## src/rtl/bp_ctrl.sv

```systemverilog
// bp_ctrl: owns the branch predictor table write port and sequences the
// fetch PC. After reset it clears every table entry, then steers fetch from
// predictor lookups and ALU mispredict redirects. Mispredict updates are
// buffered in a small FIFO and drained into the table under tbl_ready_i.
module bp_ctrl #(
  parameter int          ENTRIES  = 16,
  parameter int          IDX_W    = 4,
  parameter int          QDEPTH   = 2,
  parameter logic [31:0] RESET_PC = 32'h0000_0000
) (
  input  logic             clk_i,
  input  logic             rsn_i,
  input  logic             stall_i,
  input  logic             bp_pred_i,
  input  logic             bp_taken_i,
  input  logic [31:0]      bp_pred_pc_i,
  input  logic             alu_valid_i,
  input  logic             alu_error_i,
  input  logic             alu_jumps_i,
  input  logic [31:0]      alu_branch_pc_i,
  input  logic [31:0]      alu_target_pc_i,
  input  logic             tbl_ready_i,
  output logic [31:0]      pc_o,
  output logic             flush_o,
  output logic             busy_o,
  output logic             tbl_we_o,
  output logic             tbl_clr_o,
  output logic [IDX_W-1:0] tbl_idx_o,
  output logic             tbl_jumps_o,
  output logic [31:0]      tbl_branch_pc_o,
  output logic [31:0]      tbl_target_pc_o,
  output logic             upd_drop_o
);

  localparam int PTR_W = (QDEPTH > 1) ? $clog2(QDEPTH) : 1;
  localparam int CNT_W = PTR_W + 1;
  localparam logic [IDX_W-1:0] LAST_IDX = IDX_W'(ENTRIES - 1);
  localparam logic [CNT_W-1:0] FULL_CNT = CNT_W'(QDEPTH);

  typedef enum logic [1:0] {
    ST_INIT  = 2'd0,
    ST_RUN   = 2'd1,
    ST_REDIR = 2'd2
  } state_t;

  state_t           r_state;
  state_t           w_state_nxt;
  logic [IDX_W-1:0] r_sweep_idx;
  logic [IDX_W-1:0] w_sweep_nxt;
  logic [31:0]      r_pc;
  logic [31:0]      w_pc_nxt;

  // Update FIFO storage and bookkeeping
  logic             r_q_jumps [QDEPTH];
  logic [31:0]      r_q_bpc   [QDEPTH];
  logic [31:0]      r_q_tpc   [QDEPTH];
  logic [PTR_W-1:0] r_wptr;
  logic [PTR_W-1:0] r_rptr;
  logic [CNT_W-1:0] r_count;

  logic             w_err;
  logic             w_active;
  logic             w_empty;
  logic             w_full;
  logic             w_push;
  logic             w_pop;
  logic             w_drop;
  logic [31:0]      w_redir_pc;

  assign w_err      = alu_valid_i & alu_error_i;
  assign w_active   = (r_state != ST_INIT);
  assign w_empty    = (r_count == {CNT_W{1'b0}});
  assign w_full     = (r_count == FULL_CNT);
  assign w_pop      = w_active & ~w_empty & tbl_ready_i;
  // A full queue still accepts a push when the head leaves in the same cycle.
  assign w_push     = w_active & w_err & (~w_full | w_pop);
  assign w_drop     = w_active & w_err & w_full & ~w_pop;
  assign w_redir_pc = alu_jumps_i ? alu_target_pc_i : (alu_branch_pc_i + 32'd4);

  // State, sweep index and fetch PC registers
  always_ff @(posedge clk_i or negedge rsn_i) begin
    if (!rsn_i) begin
      r_state     <= ST_INIT;
      r_sweep_idx <= {IDX_W{1'b0}};
      r_pc        <= RESET_PC;
    end else begin
      r_state     <= w_state_nxt;
      r_sweep_idx <= w_sweep_nxt;
      r_pc        <= w_pc_nxt;
    end
  end

  // Next-state, next sweep index and next fetch PC selection
  always_comb begin
    w_state_nxt = r_state;
    w_sweep_nxt = r_sweep_idx;
    w_pc_nxt    = r_pc;
    case (r_state)
      ST_INIT: begin
        w_pc_nxt = RESET_PC;
        if (tbl_ready_i) begin
          if (r_sweep_idx == LAST_IDX) begin
            w_state_nxt = ST_RUN;
            w_sweep_nxt = {IDX_W{1'b0}};
          end else begin
            w_sweep_nxt = r_sweep_idx + IDX_W'(1);
          end
        end else begin
          w_sweep_nxt = r_sweep_idx;
        end
      end
      ST_RUN: begin
        if (w_err) begin
          w_pc_nxt    = w_redir_pc;
          w_state_nxt = ST_REDIR;
        end else if (stall_i) begin
          w_pc_nxt = r_pc;
        end else if (bp_pred_i && bp_taken_i) begin
          w_pc_nxt = bp_pred_pc_i;
        end else begin
          w_pc_nxt = r_pc + 32'd4;
        end
      end
      ST_REDIR: begin
        // The corrected PC is held for the flush cycle unless re-redirected.
        if (w_err) begin
          w_pc_nxt    = w_redir_pc;
          w_state_nxt = ST_REDIR;
        end else begin
          w_pc_nxt    = r_pc;
          w_state_nxt = ST_RUN;
        end
      end
      default: begin
        w_state_nxt = ST_INIT;
        w_sweep_nxt = {IDX_W{1'b0}};
        w_pc_nxt    = RESET_PC;
      end
    endcase
  end

  // Update FIFO: write on push, advance read pointer on pop
  always_ff @(posedge clk_i or negedge rsn_i) begin
    if (!rsn_i) begin
      r_wptr  <= {PTR_W{1'b0}};
      r_rptr  <= {PTR_W{1'b0}};
      r_count <= {CNT_W{1'b0}};
      for (int i = 0; i < QDEPTH; i++) begin
        r_q_jumps[i] <= 1'b0;
        r_q_bpc[i]   <= 32'd0;
        r_q_tpc[i]   <= 32'd0;
      end
    end else begin
      if (w_push) begin
        r_q_jumps[r_wptr] <= alu_jumps_i;
        r_q_bpc[r_wptr]   <= alu_branch_pc_i;
        r_q_tpc[r_wptr]   <= alu_target_pc_i;
        r_wptr            <= r_wptr + PTR_W'(1);
      end
      if (w_pop) begin
        r_rptr <= r_rptr + PTR_W'(1);
      end
      case ({w_push, w_pop})
        2'b10:   r_count <= r_count + CNT_W'(1);
        2'b01:   r_count <= r_count - CNT_W'(1);
        default: r_count <= r_count;
      endcase
    end
  end

  // Table write port: clear sweep during INIT, FIFO head otherwise
  always_comb begin
    tbl_we_o        = 1'b0;
    tbl_clr_o       = 1'b0;
    tbl_idx_o       = {IDX_W{1'b0}};
    tbl_jumps_o     = 1'b0;
    tbl_branch_pc_o = 32'd0;
    tbl_target_pc_o = 32'd0;
    if (r_state == ST_INIT) begin
      tbl_we_o  = 1'b1;
      tbl_clr_o = 1'b1;
      tbl_idx_o = r_sweep_idx;
    end else if (!w_empty) begin
      tbl_we_o        = 1'b1;
      tbl_idx_o       = r_q_bpc[r_rptr][IDX_W+1:2];
      tbl_jumps_o     = r_q_jumps[r_rptr];
      tbl_branch_pc_o = r_q_bpc[r_rptr];
      tbl_target_pc_o = r_q_tpc[r_rptr];
    end else begin
      tbl_we_o = 1'b0;
    end
  end

  assign pc_o       = r_pc;
  assign flush_o    = (r_state == ST_REDIR);
  assign busy_o     = (r_state == ST_INIT);
  // Drop must be visible in the same cycle as the rejected push.
  assign upd_drop_o = w_drop;

endmodule

```

## config.mk

```make
export PLATFORM = sky130hd
export DESIGN_NAME = bp_ctrl
export DESIGN_NICKNAME = d
export VERILOG_FILES = /design/src/rtl/bp_ctrl.sv
export SDC_FILE = /design/constraint.sdc
export NUM_CORES = 1
export LEC_CHECK = 0
export ABC_AREA = 1
export BUFFER_PORTS_ARGS = -buffer_cell sky130_fd_sc_hd__buf_2
export CAP_MARGIN = 20
export CORE_MARGIN = 10
export CORE_UTILIZATION = 40
export DETAILED_ROUTE_END_ITERATION = 12
export GPL_TIMING_DRIVEN = 1
export PLACE_DENSITY = 0.64
export SLEW_MARGIN = 25
export SYNTH_ARGS = -nofsm -noshare
export SYNTH_HDL_FRONTEND = slang
export SYNTH_SLANG_ARGS = --single-unit
```

## constraint.sdc

```tcl
create_clock -name clk_i -period 3.1 [get_ports clk_i]
set_clock_uncertainty 0.05 [all_clocks]
set_input_delay 0.31 -clock clk_i [delete_from_list [all_inputs] [get_ports clk_i]]
set_output_delay 0.31 -clock clk_i [all_outputs]
set_load 0.05 [all_outputs]
```

* After elaboration in Yosys (flattened, before gate mapping)
Cells that the tools add are included.
** Storage, ports and cells
- Register bits :: 172
- Output and inout port bits :: 106
** Operators by class
- Reductions and logical operators :: 10
- $add $sub $neg :: 7
- Magnitude comparators :: 3
- Bitwise logic cells :: 14
- Mux-type cells :: 42
- Equality and inequality tests :: 11
** Operators by type and width (number)
- 2-to-1 mux 32 bit :: 16
- bitwise mux 64 bit :: 2
- adder 32 x 3 -> 32 bit (second input constant) :: 2
- one-hot mux 32 bit (2 select lines) :: 1
- demux 32 bit (select 1 bit) :: 1
- 2-to-1 mux 4 bit :: 4
- 2-to-1 mux 1 bit :: 9
- 2-to-1 mux 2 bit :: 4
- one-hot mux 4 bit (2 select lines) :: 1
- bitwise AND 1 bit :: 7
- == test 2 bit (second input constant) :: 3
- one-hot mux 2 bit (3 select lines) :: 1
- adder 4 x 1 -> 4 bit (second input constant) :: 1
- == test 2 x 1 -> 1 bit (second input constant) :: 2
- == test 4 bit (second input constant) :: 1
- greater-or-equal comparator 2 bit (second input constant) :: 2
- zero test 2 bit :: 2
- inequality test 2 x 1 -> 1 bit (second input constant) :: 2
- inequality test 2 bit (second input constant) :: 2
- inverter 1 bit :: 4
- inverter 1 -> 2 bit :: 2
- one-hot mux 2 bit (2 select lines) :: 1
- AND reduction 2 bit :: 2
- nonzero test 2 bit :: 2
- 11 further kinds :: 13

* Depth between registers and ports, before layout
Gate-level depths: netlist of run 1.
- Word-level depth :: 8
- Depth in mapped cells :: 13

* Least setup slack after synthesis of run 1
Ideal clock, no wire load.
- Path type :: register to output
- Start point :: register r_state[0]
- End point :: output port tbl_idx_o[1]
- Arrival :: 2.483 ns
- Data required time :: 2.740 ns
- Cell stages (with the launch flop) :: 6
- Buffers on the path :: 1
- Slack :: 0.257 ns
- Cell sequence :: dfrtp_1 inv_1 ha_1 buf_2 inv_1 o21ai_0
** On the way
- Longest elaborated chain between the ends :: 2
** Ends and longest elaborated chain
- start, declared :: RTL line 46 : state_t r_state;
- start signal, assigned :: RTL line 87 : r_state <= w_state_nxt;
- zero test 2 bit
- net busy_o :: RTL line 25 : output logic busy_o,
- 2-to-1 mux 4 bit :: RTL line 179 : if (r_state == ST_INIT) begin
- end, declared :: RTL line 28 : output logic [IDX_W-1:0] tbl_idx_o,
The timed path passes the listed nets, and every way through them passes these cells.

* Worst setup path in the final report of run 1
- Start point :: register r_state[0]
- End point :: output port tbl_target_pc_o[26]
** On the way
- Longest elaborated chain between the ends :: 2
** Ends and longest elaborated chain
- zero test 2 bit :: RTL line 179
- 2-to-1 mux 32 bit :: RTL line 179
- end, declared :: RTL line 31 : output logic [31:0] tbl_target_pc_o,
Every way passes these cells.

==> results of run 1 <==
[routing by layer]
metal / global-route usage, % / share of wire, % / up-vias
li1: - / - / 5341
met1: 29.08 / 45 / 4977
met2: 33.61 / 45 / 415
met3: 4.612 / 7.2 / 60
met4: 8.721 / 3.4 / 0
met5: 0 / 0 / -
[power by group through the flow]
stage               registers (mW)  clock network, mW  logic (mW)
floorplan                     4.23                  0        4.48
global route                  4.00               2.33        7.34
CTS                           3.85               2.24        6.71
global placement              3.87                  0        6.61
finish                        3.88               2.20        6.68
detailed placement            3.89                  0        6.70
[cell usage in the layout (no fill, tap or decap), types with 4 or more instances in the layout]
master	Yosys	layout
nand2_1	744	744
buf_2	8	209
inv_1	192	191
dfrtp_1	172	171
o21ai_0	110	110
nor2_1	109	108
nand3_1	81	80
o21ai_1	40	39
a21oi_1	35	35
o21ai_2	26	27
buf_4	1	20
clkbuf_16	0	17
ha_1	8	8
o211ai_1	6	6
xor2_1	4	4
[worst paths after layout]
path / slack (ns) / depth (start not counted) / end / start
worst max register to register: 0.53 / 10 / pc_o[9] / r_state[1]
worst max-delay path: 0.40 / 7 / tbl_target_pc_o[26] / r_state[0]
max in group asynchronous: 1.73 / 3 / r_q_tpc[15] / rsn_i
worst min-delay path: 0.11 / 3 / r_q_bpc[33] / alu_branch_pc_i[1]
worst min register to register: 0.43 / 2 / r_q_bpc[50] / r_q_bpc[50]
min in group asynchronous: 0.43 / 2 / r_q_bpc[28] / rsn_i
[state kept, by name, summed over array words and instances (netlist names)]
signal       count
r_wptr           1
pc_o            32
r_count          2
r_sweep_idx      4
r_rptr           1
r_q_jumps        2
r_state          2
r_q_bpc         64
r_q_tpc         64
[cell families after synthesis]
kind of cell	Yosys count
and+or+nand+nor	947
xor gates and xnor gates	6
adders and majority gates	8
DFF	172
AOI/OAI and AO/OA	223
buffers and inverters	265
[cell type report]
class                   instances  area, sq um  area share, %
flip-flops and latches        172         4305          34.58
multi-input cells            1184         5117          41.11
clock buffers                  20        466.7          3.749
repair buffers                234         1277          10.26
well taps                     335        419.2          3.367
inverters                     193        724.4          5.819
clock inverters                12        136.4          1.095
diodes                          1        2.502        0.02010
[critical path, cell delays in order (launching register included)]
cell,delay [ns]
dfrtp_1,0.38
inv_1,0.10
ha_1,0.30
nor2_4,0.16
buf_4,0.42
nand2_1,0.19
inv_1,0.09
buf_2,0.26
[cell usage after synthesis, drive strengths merged, types with 2 or more instances]
cell and n:
a21oi 35, and2 2, buf 30, clkbuf 42
dfrtp 172, ha 8, inv 193, nand2 746
nand3 82, nor2 111, nor3 2, o211ai 6
o21ai 176, xnor2 2, xor2 4
[metrics by stage]
stage | hold slack, ns | cells
floorplan | -0.03559 | 1621
global placement | 0.3824 | 2117
detailed placement | 0.3874 | 2117
CTS | 0.09818 | 2150
global route | 0.1039 | 2151
finish | 0.1078 | 2151
==> qor.yml, run 1 <==
status:
  status: "complete, no violations"
synthesis:
  synth_top_family_by_area: "simple AND/OR/NAND/NOR gates"
  async_reset_ff_share_pct: 100.0
  synth_fp_nets: 1734
  ys_seq_area_share_pct: 41.06
  ys.flop_type: "dfrtp_1"
  synth_top_area_cell: "dfrtp_1"
  synthAdderAreaFrac_pct: 0.9548
  ys_types: 35
  syn_area_sq_mm: 0.01048
  synthXorXnorAreaFrac_pct: 0.5013
  synthMuxAreaShare_pct: 0
  synth_compound_area_share_pct: 11.89
  avgSynthCellArea_sq_um: 6.467
  yosys.area_share.simple_pct: 35.27
  synth_top_cell_area_share_pct: 41.06
  syn_inst: 1621
  synthTopCellsByArea: "dfrtp_1, nand2_1, inv_1, o21ai_0, nor2_1"
  synth_warnings: 0
  ys_ff_latch: 172
  synth_enable_flop_cells: 0
die:
  die_area_sq_mm: 0.03309
  die_h_um: 181.9
  coreArea_sq_mm: 0.02591
  rows: 59
  start_util_pct: 40.46
  die_w_um: 181.9
  num_io_pins: 211
route:
  dr.pass1.iters: 5
  vias_per_cell: 5.018
  vias: 10790
  drc: 0
  wl_per_cell_um: 17.09
  drtIter0Drc: 988
  wirelength_mm: 36.77
  postRouteAntennaNets: 0
clock_network:
  cts-root-buf: "clkbuf_16"
  cts_hold_buf: 1
  cts_setup_buffers: 0
  clk_latency_ns: 0.44
  numClockSinks: 172
  clockBufferDepth: 2
  cts_resized: 0
  cts_tree: "yes"
  htreeDepth: 4
  clkTransAtPathRegs_ns: 0.06
  numCtsBuffers: 17
setup_path:
  critPathRequiredTime_ns: 2.74
  worstPathArrival_ns: 2.34
  critPathKind: "flip-flop to output port"
  worstPathMaxFanout: 38
  start_kind: "flip-flop"
  cp-end-kind: "output port"
timing:
  slew_headroom_pct: 41.73
  drv_slew: 0
  fin_crit_sh_pct: 87.02
  finalSetupViolCount: 0
  fmax_ghz: 0.3707
  hold_viol: 0
  grt_setup_unrepaired: "no"
  tightest_slew_ns: 0.8731
  setup_tns_ns: 0
  fin_ws_ns: 0.4023
  period_minus_slack_ns: 2.698
global_route:
  grt_pass1_wl_mm: 57.88
  antenna_found_initial: 1
  grt_usage_pct: 21.78
  grt_overflow: 0
  grt_max_degree: 85
  grt_pass1_vias: 10390
pwr:
  peakVddDrop_uv: 541.5
  p_clk_share_pct: 17.3
  p_total_mw: 12.77
  netSwitchingFraction_pct: 51.78
  power_frac_comb_pct: 52.4
  power_switching_mw: 6.611
  p_int_mw: 6.156
  seq_power_share_pct: 30.4
  power.leakage_nw: 7.158
  powerDensity_mw_per_mm2: 1025
layout:
  design_area_sq_mm: 0.01245
  fill_cells: 2739
  areaGrowthSynthToFinish_pct: 18.75
  finish.utilization_pct: 48.05
  drive_gt1_share_pct: 16.69
  fin_nets: 1915
placed_design:
  placed_cell_area_sq_mm: 0.01183
  globalplace.congestion: 0.9241
  port_buffers: 210
  dp_hpwl_mm: 27.86
  pre_cts_slack_ns: 0.6167
worst_hold_path:
  hold_path_class: "primary input to flip-flop"
flow_run:
  drv_cap: 0
(Power assumes the default switching activity.)
==> inputs of run 2 (changes only) <==
CELL_PAD_IN_SITES_DETAIL_PLACEMENT = 0   (was unset)
CELL_PAD_IN_SITES_GLOBAL_PLACEMENT = 1   (was unset)
PLACE_DENSITY = 0.86   (was 0.64)
==> run 2 against run 1 <==
Compared with the run above: sequential power about the same; hold slack worse by 0.0053 ns; routed wire length down 2.3%; clock power about the same; largest power group unchanged; final cell count down 0.37%; via count down 1.9%; fmax down 4.7%.
==> qor.yml, run 2 (same netlist as run 1, synthesis figures left out) <==
setup_path:
  worstPathArrival_ns: 2.47
  r2r-start: "r_state[0]"
  reg2reg_slack_ns: 0.36
  r2r_cells: 10
  critPathKind: "flip-flop to output port"
  r2r-end: "r_q_tpc[49]"
  critPathRequiredTime_ns: 2.74
  cp-end-kind: "output port"
  start_kind: "flip-flop"
  worstPathMaxFanout: 47
global_route:
  grt_pass1_wl_mm: 56.54
  grt_max_degree: 81
  antenna_found_initial: 6
  grt_pass1_vias: 10240
  grt_overflow: 0
  grt_usage_pct: 21.41
timing:
  timing.hold.ws_ns: 0.1025
  period_minus_slack_ns: 2.832
  setup_tns_ns: 0
  slew_headroom_pct: 40.02
  drv_slew: 0
  hold_viol: 0
  fin_crit_sh_pct: 91.35
  tightest_slew_ns: 0.8986
  fmax_ghz: 0.3531
  finalSetupViolCount: 0
  grt_setup_unrepaired: "no"
route:
  wl_per_cell_um: 16.76
  dr.pass1.iters: 8
  wirelength_mm: 35.93
  vias_per_cell: 4.942
  vias: 10590
  drtIter0Drc: 937
  postRouteAntennaNets: 0
  drc: 0
layout:
  final_cell_mix: "nand2_1, buf_2, inv_1"
  final_common_cell: "nand2_1"
  drive_gt1_share_pct: 16.32
  areaGrowthSynthToFinish_pct: 18.56
  fin_nets: 1908
  finish.utilization_pct: 47.97
  finalNonFillerCells: 2143
  n_antenna_cell: 0
flow_run:
  drv_cap: 0
pwr:
  peakVddDrop_uv: 1129
  powerDensity_mw_per_mm2: 1021
  power.leakage_nw: 7.145
  p_total_mw: 12.69
placed_design:
  dp_hpwl_mm: 27.21
  dp.cells: 2110
  port_buffers: 210
  globalplace.congestion: 0.9304
die:
  die_h_um: 181.9
  num_io_pins: 211
  die_area_sq_mm: 0.03309
  die_w_um: 181.9
  coreArea_sq_mm: 0.02591
  rows: 59
  start_util_pct: 40.46
clock_network:
  cts-root-buf: "clkbuf_16"
  htreeDepth: 4
  cts_tree: "yes"
  clockBufferDepth: 2
  clk_latency_ns: 0.43
  numClockSinks: 172
  cts_setup_buffers: 0
  numCtsBuffers: 17
  clkTransAtPathRegs_ns: 0.07
worst_hold_path:
  hold_end: "r_q_tpc[48]"
  hold_path_class: "primary input to flip-flop"
  min_path_cells: 3
  min_from: "alu_target_pc_i[16]"
status:
  status: "complete, no violations"
## run 2: changes by cell type in the layout (fill, tap and decap cells not counted), sizes merged
cell | before | now
buf | 233 | 226
clkbuf | 20 | 19
clkinv | 4 | 6
clkinvlp | 3 | 2
diode | 1 | 0
## run 2: where the power goes
| group | switching (mW) | internal [mW] |
|---|---|---|
| registers | 0.726 | 3.19 |
| clock network | 0.948 | 1.24 |
| logic | 4.89 | 1.71 |
| total | 6.56 | 6.13 |
## run 2: per-layer routing
metal	wire [um]	GRT usage, %	vias up
met5	69	0	-
met4	626	5.727	12
met3	2863	6.262	44
met2	16200	33.75	315
met1	16170	28.01	4886
li1	-	-	5333
## run 2: what timing repair did
action	in CTS	in global routing
hold buffers	1	0
endpoints found under the hold margin	68	0
gates resized for setup	0	0
## run 2: worst max path at each step
stage | end | slack, ns | start
global placement | r_q_tpc[37] | 0.54 | r_state[0]
finish | tbl_idx_o[3] | 0.27 | r_rptr
global route | tbl_idx_o[3] | 0.13 | r_rptr
detailed placement | r_q_tpc[35] | 0.43 | r_state[0]
CTS | tbl_idx_o[3] | 0.28 | r_rptr
floorplan | tbl_idx_o[1] | 0.26 | r_state[0]
## run 2: critical path: stages (launching register included)
cell and delay, ns:
dfrtp_2 0.64, buf_4 0.56, nand2_1 0.11, nand2_1 0.17, nand2_1 0.12, o21ai_0 0.10, buf_2 0.29
## run 2: per-stage QoR
stage | area, sq um | worst slack, ns
final | 12430 | 0.2682
after detailed placement | 11830 | 0.4251
after CTS | 12430 | 0.2766
after floorplan | 10480 | 0.2568
after global routing | 12430 | 0.1307
after global placement | 11830 | 0.5447
## run 2: layout make-up
type	instances	area, sq um
multi-input cells	1184	5114
repair buffers	227	1275
fillers	2734	13480
clock inverters	13	138.9
well taps	335	419.2
inverters	193	724.4
flip-flops and latches	172	4305
clock buffers	19	452.9
==> inputs of run 3 (changes only) <==
PLACE_DENSITY = unset   (was 0.86)
PLACE_DENSITY_LB_ADDON = 0.1   (was unset)
==> run 3 against run 2 <==
Compared with the run above: global-route usage about the same; fmax increased by 4.1%; die area unchanged; register-to-register slack improved by 0.22 ns; critical endpoint is now tbl_idx_o[0]; largest cell class unchanged; highest routed layer unchanged.
==> qor.yml, run 3 (same netlist as run 1, synthesis figures left out) <==
die:
  die_w_um: 181.9
  coreArea_sq_mm: 0.02591
  num_io_pins: 211
  die_area_sq_mm: 0.03309
  rows: 59
  start_util_pct: 40.46
  die_h_um: 181.9
clock_network:
  htreeDepth: 4
  cts_tree: "yes"
  numClockSinks: 172
  numCtsBuffers: 17
  cts-root-buf: "clkbuf_16"
  clkTransAtPathRegs_ns: 0.07
  clockBufferDepth: 2
  cts_setup_buffers: 0
  clk_latency_ns: 0.43
  cts_resized: 0
pwr:
  netSwitchingFraction_pct: 51.91
  seq_power_share_pct: 30.4
  power_switching_mw: 6.606
  powerDensity_mw_per_mm2: 1022
  power.leakage_nw: 7.144
  power_frac_comb_pct: 52.2
  peakVddDrop_uv: 975.5
  p_total_mw: 12.73
  p_clk_share_pct: 17.4
  p_int_mw: 6.120
placed_design:
  dp.cells: 2112
  placed_cell_area_sq_mm: 0.01185
  dp_hpwl_mm: 27.21
  pre_cts_slack_ns: 0.6080
  globalplace.congestion: 0.8877
  port_buffers: 210
global_route:
  grt_usage_pct: 21.43
  grt_pass1_wl_mm: 56.46
  grt_max_degree: 75
  antenna_found_initial: 6
  grt_pass1_vias: 9956
  grt_overflow: 0
setup_path:
  critPathRequiredTime_ns: 2.74
  worst_path_max_delay_cell: "dfrtp_1"
  crit_path_frequent_cell: "nand2_1"
  start_kind: "flip-flop"
  slowest_delay_ns: 0.39
  crit_family: "buffers and inverters"
  critPathKind: "flip-flop to output port"
  worstPathMaxFanout: 65
  worstPathCellList: "inv_1 > ha_1 > nor2_4 > buf_12 > nand2_1 > nand2_1 > buf_2"
  worstPathArrival_ns: 2.36
  path_buf_inv: 3
  cp-end-kind: "output port"
flow_run:
  drv_cap: 0
route:
  postRouteAntennaNets: 0
  wirelength_mm: 35.98
  drc: 0
  drtIter0Drc: 910
  dr.pass1.iters: 5
  vias: 10510
  vias_per_cell: 4.890
  wl_per_cell_um: 16.74
worst_hold_path:
  hold_path_class: "primary input to flip-flop"
layout:
  final_common_cell: "nand2_1"
  drive_gt1_share_pct: 16.35
  final_cell_mix: "nand2_1, buf_2, inv_1"
  areaGrowthSynthToFinish_pct: 18.79
  fin_nets: 1910
  finalNonFillerCells: 2149
  design_area_sq_mm: 0.01245
timing:
  drv_slew: 0
  grt_setup_unrepaired: "no"
  tightest_slew_ns: 0.9355
  fmax_ghz: 0.3675
  fin_ws_ns: 0.3787
  fin_crit_sh_pct: 87.78
  finalSetupViolCount: 0
  setup_tns_ns: 0
  slew_headroom_pct: 37.56
  period_minus_slack_ns: 2.721
  hold_viol: 0
status:
  status: "complete, no violations"
[run 3: changes by cell type in the layout (fill, tap and decap cells not counted), sizes merged]
| cell | before | now |
|---|---|---|
| clkinv | 6 | 2 |
| diode | 0 | 4 |
| inv | 196 | 199 |
| buf | 226 | 228 |
| clkinvlp | 2 | 3 |
[run 3: path summary, 6_finish.rpt]
kind | slack [ns] | start | end | cells after the start
min in group asynchronous | 0.37 | rsn_i | r_q_bpc[25] | 2
min | 0.10 | alu_branch_pc_i[1] | r_q_bpc[33] | 3
min reg2reg | 0.44 | r_q_bpc[51] | r_q_bpc[51] | 2
max in group asynchronous | 1.82 | rsn_i | r_q_tpc[26] | 3
max | 0.38 | r_state[0] | tbl_idx_o[0] | 7
max reg2reg | 0.58 | r_state[0] | r_q_tpc[41] | 10
[run 3: repair_timing]
item | in CTS | in global routing
hold buffers | 1 | 0
endpoints found under the setup margin | 0 | 0
endpoints found under the hold margin | 52 | 0
[run 3: worst reg2reg max path, stage by stage, from the launching register on]
cell and delay (ns):
dfrtp_1 0.41, inv_1 0.14, ha_1 0.42, nor2_4 0.10, nand2_2 0.12, nand3_2 0.12
nand2_2 0.11, or2_4 0.46, buf_4 0.37, nand2_1 0.08, o21ai_1 0.08
[run 3: through the flow]
stage	hold slack, ns	utilization [%]
finish	0.1034	48.06
CTS	0.08997	48.02
floorplan	-0.03559	-
global route	0.1110	48.03
global placement	0.2730	45.72
detailed placement	0.2794	45.72
[run 3: power by group through the flow]
stage	sequential [mW]	clock, mW	combinational [mW]
after global placement	3.87	0	6.63
after floorplan	4.23	0	4.48
final	3.87	2.21	6.64
after CTS	3.85	2.25	6.73
after global routing	4.01	2.35	7.36
after detailed placement	3.89	0	6.71
[run 3: per-layer routing]
layer  global-route usage (%)  share of wire (%)  vias to the layer above
met5                        0              0.086                        -
met4                    5.923                2.0                        4
met3                    4.612                6.0                       38
met2                    32.45                 44                      305
met1                    30.11                 48                     4816
li1                         -                  -                     5345
[run 3: layout make-up]
| cell class | count | area (sq um) |
|---|---|---|
| antenna | 4 | 10.01 |
| clock buffer | 19 | 432.9 |
| fill | 2760 | 13460 |
| multi-input combinational | 1184 | 5117 |
| tap | 335 | 419.2 |
| sequential | 172 | 4305 |
| clock inverter | 13 | 153.9 |
| timing repair buffer | 229 | 1290 |
| inverter | 193 | 724.4 |
